`config.mk`:
```
export PLATFORM = sky130hd
export DESIGN_NAME = counter_mod_m_tick_updn
export DESIGN_NICKNAME = d
export VERILOG_FILES = /design/src/rtl/counter_mod_m_tick_updn.sv
export SDC_FILE = /design/constraint.sdc
export NUM_CORES = 1
export LEC_CHECK = 0
export CAP_MARGIN = 40
export CELL_PAD_IN_SITES_DETAIL_PLACEMENT = 1
export CELL_PAD_IN_SITES_GLOBAL_PLACEMENT = 1
export CORE_MARGIN = 2
export CORE_UTILIZATION = 40
export CTS_BUF_LIST = sky130_fd_sc_hd__clkbuf_2 sky130_fd_sc_hd__clkbuf_4 sky130_fd_sc_hd__clkbuf_8
export DETAILED_ROUTE_END_ITERATION = 7
export PLACE_DENSITY = 0.8
export SETUP_SLACK_MARGIN = 0.02
export SYNTH_ARGS = -nofsm -noshare
export SYNTH_HDL_FRONTEND = slang
export SYNTH_SLANG_ARGS = --single-unit
```
`constraint.sdc`:
```
create_clock -name CLOCK_50 -period 2.24 [get_ports CLOCK_50]
set_input_delay 0.448 -clock CLOCK_50 [delete_from_list [all_inputs] [get_ports CLOCK_50]]
set_output_delay 0.448 -clock CLOCK_50 [all_outputs]
set_load 0.02 [all_outputs]
```
`src/rtl/counter_mod_m_tick_updn.sv`:
```
// rtl/counter_mod_m_tick_updn.sv - prescaled modulo-M up/down counter with tick and terminal-count pulses
module counter_mod_m_tick_updn #(
    parameter int CLK_HZ  = 50000000,
    parameter int TICK_HZ = 1,
    parameter int M       = 10,
    localparam int N      = ($clog2(M + 1) < 1) ? 1 : $clog2(M + 1)
) (
    input  logic         CLOCK_50,
    input  logic         aclr,
    input  logic         enable,
    input  logic         up,
    input  logic         load,
    input  logic [N-1:0] load_val,
    output logic [N-1:0] Q,
    output logic         tick,
    output logic         tc
);

    localparam int DIV = CLK_HZ / TICK_HZ;
    localparam int PW  = (DIV > 1) ? $clog2(DIV) : 1;

    localparam logic [PW-1:0] P_LAST = PW'(DIV - 1);
    localparam logic [PW-1:0] P_ZERO = '0;
    localparam logic [N-1:0]  Q_LAST = N'(M - 1);
    localparam logic [N-1:0]  Q_ZERO = '0;

    logic [PW-1:0] p;
    logic          p_wrap;
    logic [N-1:0]  q_step;
    logic          q_wrap;
    logic [N-1:0]  load_sat;

    // The counter only advances on the enabled edge where the prescaler rolls over.
    assign p_wrap = enable && (p == P_LAST);

    always_comb begin
        q_step = Q;
        q_wrap = 1'b0;
        if (up) begin
            if (Q >= Q_LAST) begin
                q_step = Q_ZERO;
                q_wrap = 1'b1;
            end else begin
                q_step = Q + 1'b1;
            end
        end else begin
            if (Q == Q_ZERO) begin
                q_step = Q_LAST;
                q_wrap = 1'b1;
            end else begin
                q_step = Q - 1'b1;
            end
        end
    end

    // Out-of-range load values clamp to the top of the count range.
    assign load_sat = (load_val > Q_LAST) ? Q_LAST : load_val;

    always_ff @(posedge CLOCK_50) begin
        if (aclr) begin
            p    <= P_ZERO;
            Q    <= Q_ZERO;
            tick <= 1'b0;
            tc   <= 1'b0;
        end else if (load) begin
            p    <= P_ZERO;
            Q    <= load_sat;
            tick <= 1'b0;
            tc   <= 1'b0;
        end else if (p_wrap) begin
            p    <= P_ZERO;
            Q    <= q_step;
            tick <= 1'b1;
            tc   <= q_wrap;
        end else begin
            if (enable) begin
                p <= p + 1'b1;
            end
            tick <= 1'b0;
            tc   <= 1'b0;
        end
    end

endmodule

```
==> qor.yml <==
outcome:
  outcome: "completed"
placement:
  routabilityCongestion: 0.788
  port_buffers: 14
  dp.cells: 276
  hpwl_um: 3150
  place_area_um2: 2030
clock_tree:
  cts_made_buffers: 5
  post_cts_buffers: 0
  clock_sinks: 32
  cts_resized: 0
  hold_buffers: 0
  cts_max_path_buffers: 2
  clock_latency_ns: 0.29
  cts_tree: "yes"
  clockRootBuffer: "clkbuf_8"
  cts.clk_slew.worst_paths_ns: 0.07
  htree_levels: 2
cells_and_area:
  diodes: 0
  layout-drive-gt1-share_pct: 18.0
  nets: 247
  seq_area_um2: 641
  post-route-util_pct: 52.1
  area_delta_synth_final_pct: 22.5
  n_fill_cell: 498
  multi_input_area_um2: 1020
  layoutNonFillerInstCount: 283
  final_area_um2: 2130
sta:
  slew_headroom_pct: 69.6
  fin_crit_ns: 2.01
  final_max_slew_viol_count: 0
  worst_slew_pin_slew_ns: 0.449
  rsz0062_at_grt: "no"
  max_clock_freq_mhz: 497
  fin_crit_sh_pct: 89.8
  setup_viol: 0
  finalHoldViolCount: 0
  skew_ns: 0.00669
global_route:
  grt_pass1_wl_um: 7490
  antenna_found_initial: 0
  first_global_vias: 1634
  grt_usage_pct: 19.2
  grt_max_degree: 25
  grt_overflow: 0
critical_path:
  path_class: "reg2reg"
  cp_max_fo: 7
  cp_data_arrival_time_ns: 2.25
  critPathLaunchType: "register"
  cp.required_ns: 2.48
  worstSetupEndpointType: "register"
route:
  dr_total_vias: 1543
  drt-pass1-iter-count: 4
  detail_route.vias_per_cell: 5.45
  drt_wl_total_um: 4240
  drt_drc_violations_left: 0
  ant_nets: 0
  wl_per_cell_um: 15.0
  drtIter0Drc: 78
floorplanning:
  start_util_pct: 42.6
  die_w_um: 69.9
  die-area_um2: 4890
  io_pins: 15
  core_region_area_um2: 4090
  row_count: 23
  die_height_um: 69.9
logic_synthesis:
  synthArstFlopShare_pct: 0
  ys.flop_type: "dfxtp_1"
  synthesis.area_um2: 1740
  yosys.area.top_type: "dfxtp_1"
  synth_nets: 215
  ys_seq_elements: 32
  synth_edf_count: 0
  synth_area_leaders: "dfxtp_1, nor2_1, xor2_1"
  synth_cell_types: 51
  synth_cells: 201
  ys_seq_area_share_pct: 36.8
  synth_top_area_share_pct: 36.8
  synth_warnings: 0
  avgSynthCellArea_um2: 8.65
pwr:
  p_per_area_nw_per_um2: 558
  total_power_mw: 1.19
  ir_drop_uv: 376
  p_leak_nw: 0.772
flow_run:
  cap_violations: 0
hold_path:
  hp-class: "reg2reg"
## layout make-up
cell class / instances / share of cell area, %
inverter: 7 / 1.23
tap: 50 / 2.94
multi-input combinational: 155 / 47.7
sequential: 32 / 30.1
clock buffer: 7 / 4.52
timing repair buffer: 32 / 13.5
## cells in the final DEF, fill, tap and decap left out, types with 5 or more instances in the layout
| cell type | n |
|---|---|
| nor3_1 | 5 |
| nor2_1 | 36 |
| dfxtp_1 | 32 |
| xnor2_1 | 9 |
| buf_4 | 17 |
| ha_1 | 5 |
| inv_1 | 7 |
| clkdlybuf4s50_1 | 14 |
| o21ai_0 | 7 |
| nand3_1 | 6 |
| nand4_1 | 8 |
| nand2_1 | 13 |
| xor2_1 | 14 |
| clkbuf_8 | 7 |
## path summary, 6_finish.rpt
check	startpoint	to	slack, ns	depth (start not counted)
worst max-delay path	Q[0]	Q[2]	0.23	8
worst min-delay path	p[21]	p[21]	0.51	2
worst max register to register	Q[0]	Q[2]	0.23	8
worst min register to register	p[21]	p[21]	0.51	2
## Yosys cell counts, types with 3 or more instances
cell,number
o31ai_1,3
ha_1,5
dfxtp_1,32
nand4_1,8
xnor2_1,9
xor2_1,14
nor2_1,36
a21oi_1,3
o21ai_0,7
and3_1,3
nor4_1,3
nor3_1,5
inv_1,7
nand2_1,13
nor3b_1,3
nand3_1,6
## state kept, by name, summed over array words and instances (netlist names)
register and count:
p 26, tick 1, Q 4, tc 1
## kinds of logic after synthesis
logic type	synth area share, %
multiplexers	0.576
XOR/XNOR	11.6
adder cells (fa/ha/maj)	3.60
AND/OR/NAND/NOR	33.6
buffers and inverters	4.68
AO/OA/AOI/OAI	9.14
flip-flops	36.8
## metal layers
layer | vias to the layer above | wire length (um) | global-route usage [%]
met5 | - | 0 | 0
met4 | 0 | 130 | 7.91
met2 | 23 | 2030 | 31.7
li1 | 767 | - | -
met1 | 741 | 1980 | 23.4
met3 | 12 | 106 | 5.19
## through the flow
step                setup WS, ns  setup TNS (ns)  hold WS (ns)
finish                     0.228               0         0.512
global route              0.0964               0         0.565
CTS                        0.221               0         0.519
detailed placement       -0.0530           -1.03         0.500
global placement          0.0185               0         0.488
floorplan                  0.202               0         0.453
## power by group
group / switching [mW] / total (mW) / internal [mW]
Clock: 0.211 / 0.484 / 0.273
Combinational: 0.0625 / 0.125 / 0.0627
Sequential: 0.00524 / 0.580 / 0.574
Total: 0.278 / 1.19 / 0.910
## critical path, cell delays in order (launching register included)
cell      delay [ns]
dfxtp_1         0.32
buf_4           0.16
ha_1            0.21
or3b_2          0.45
a21boi_0        0.19
buf_4           0.15
a221oi_1        0.08
nor3_1          0.23
a221o_2         0.18
(Power assumes the default switching activity.)
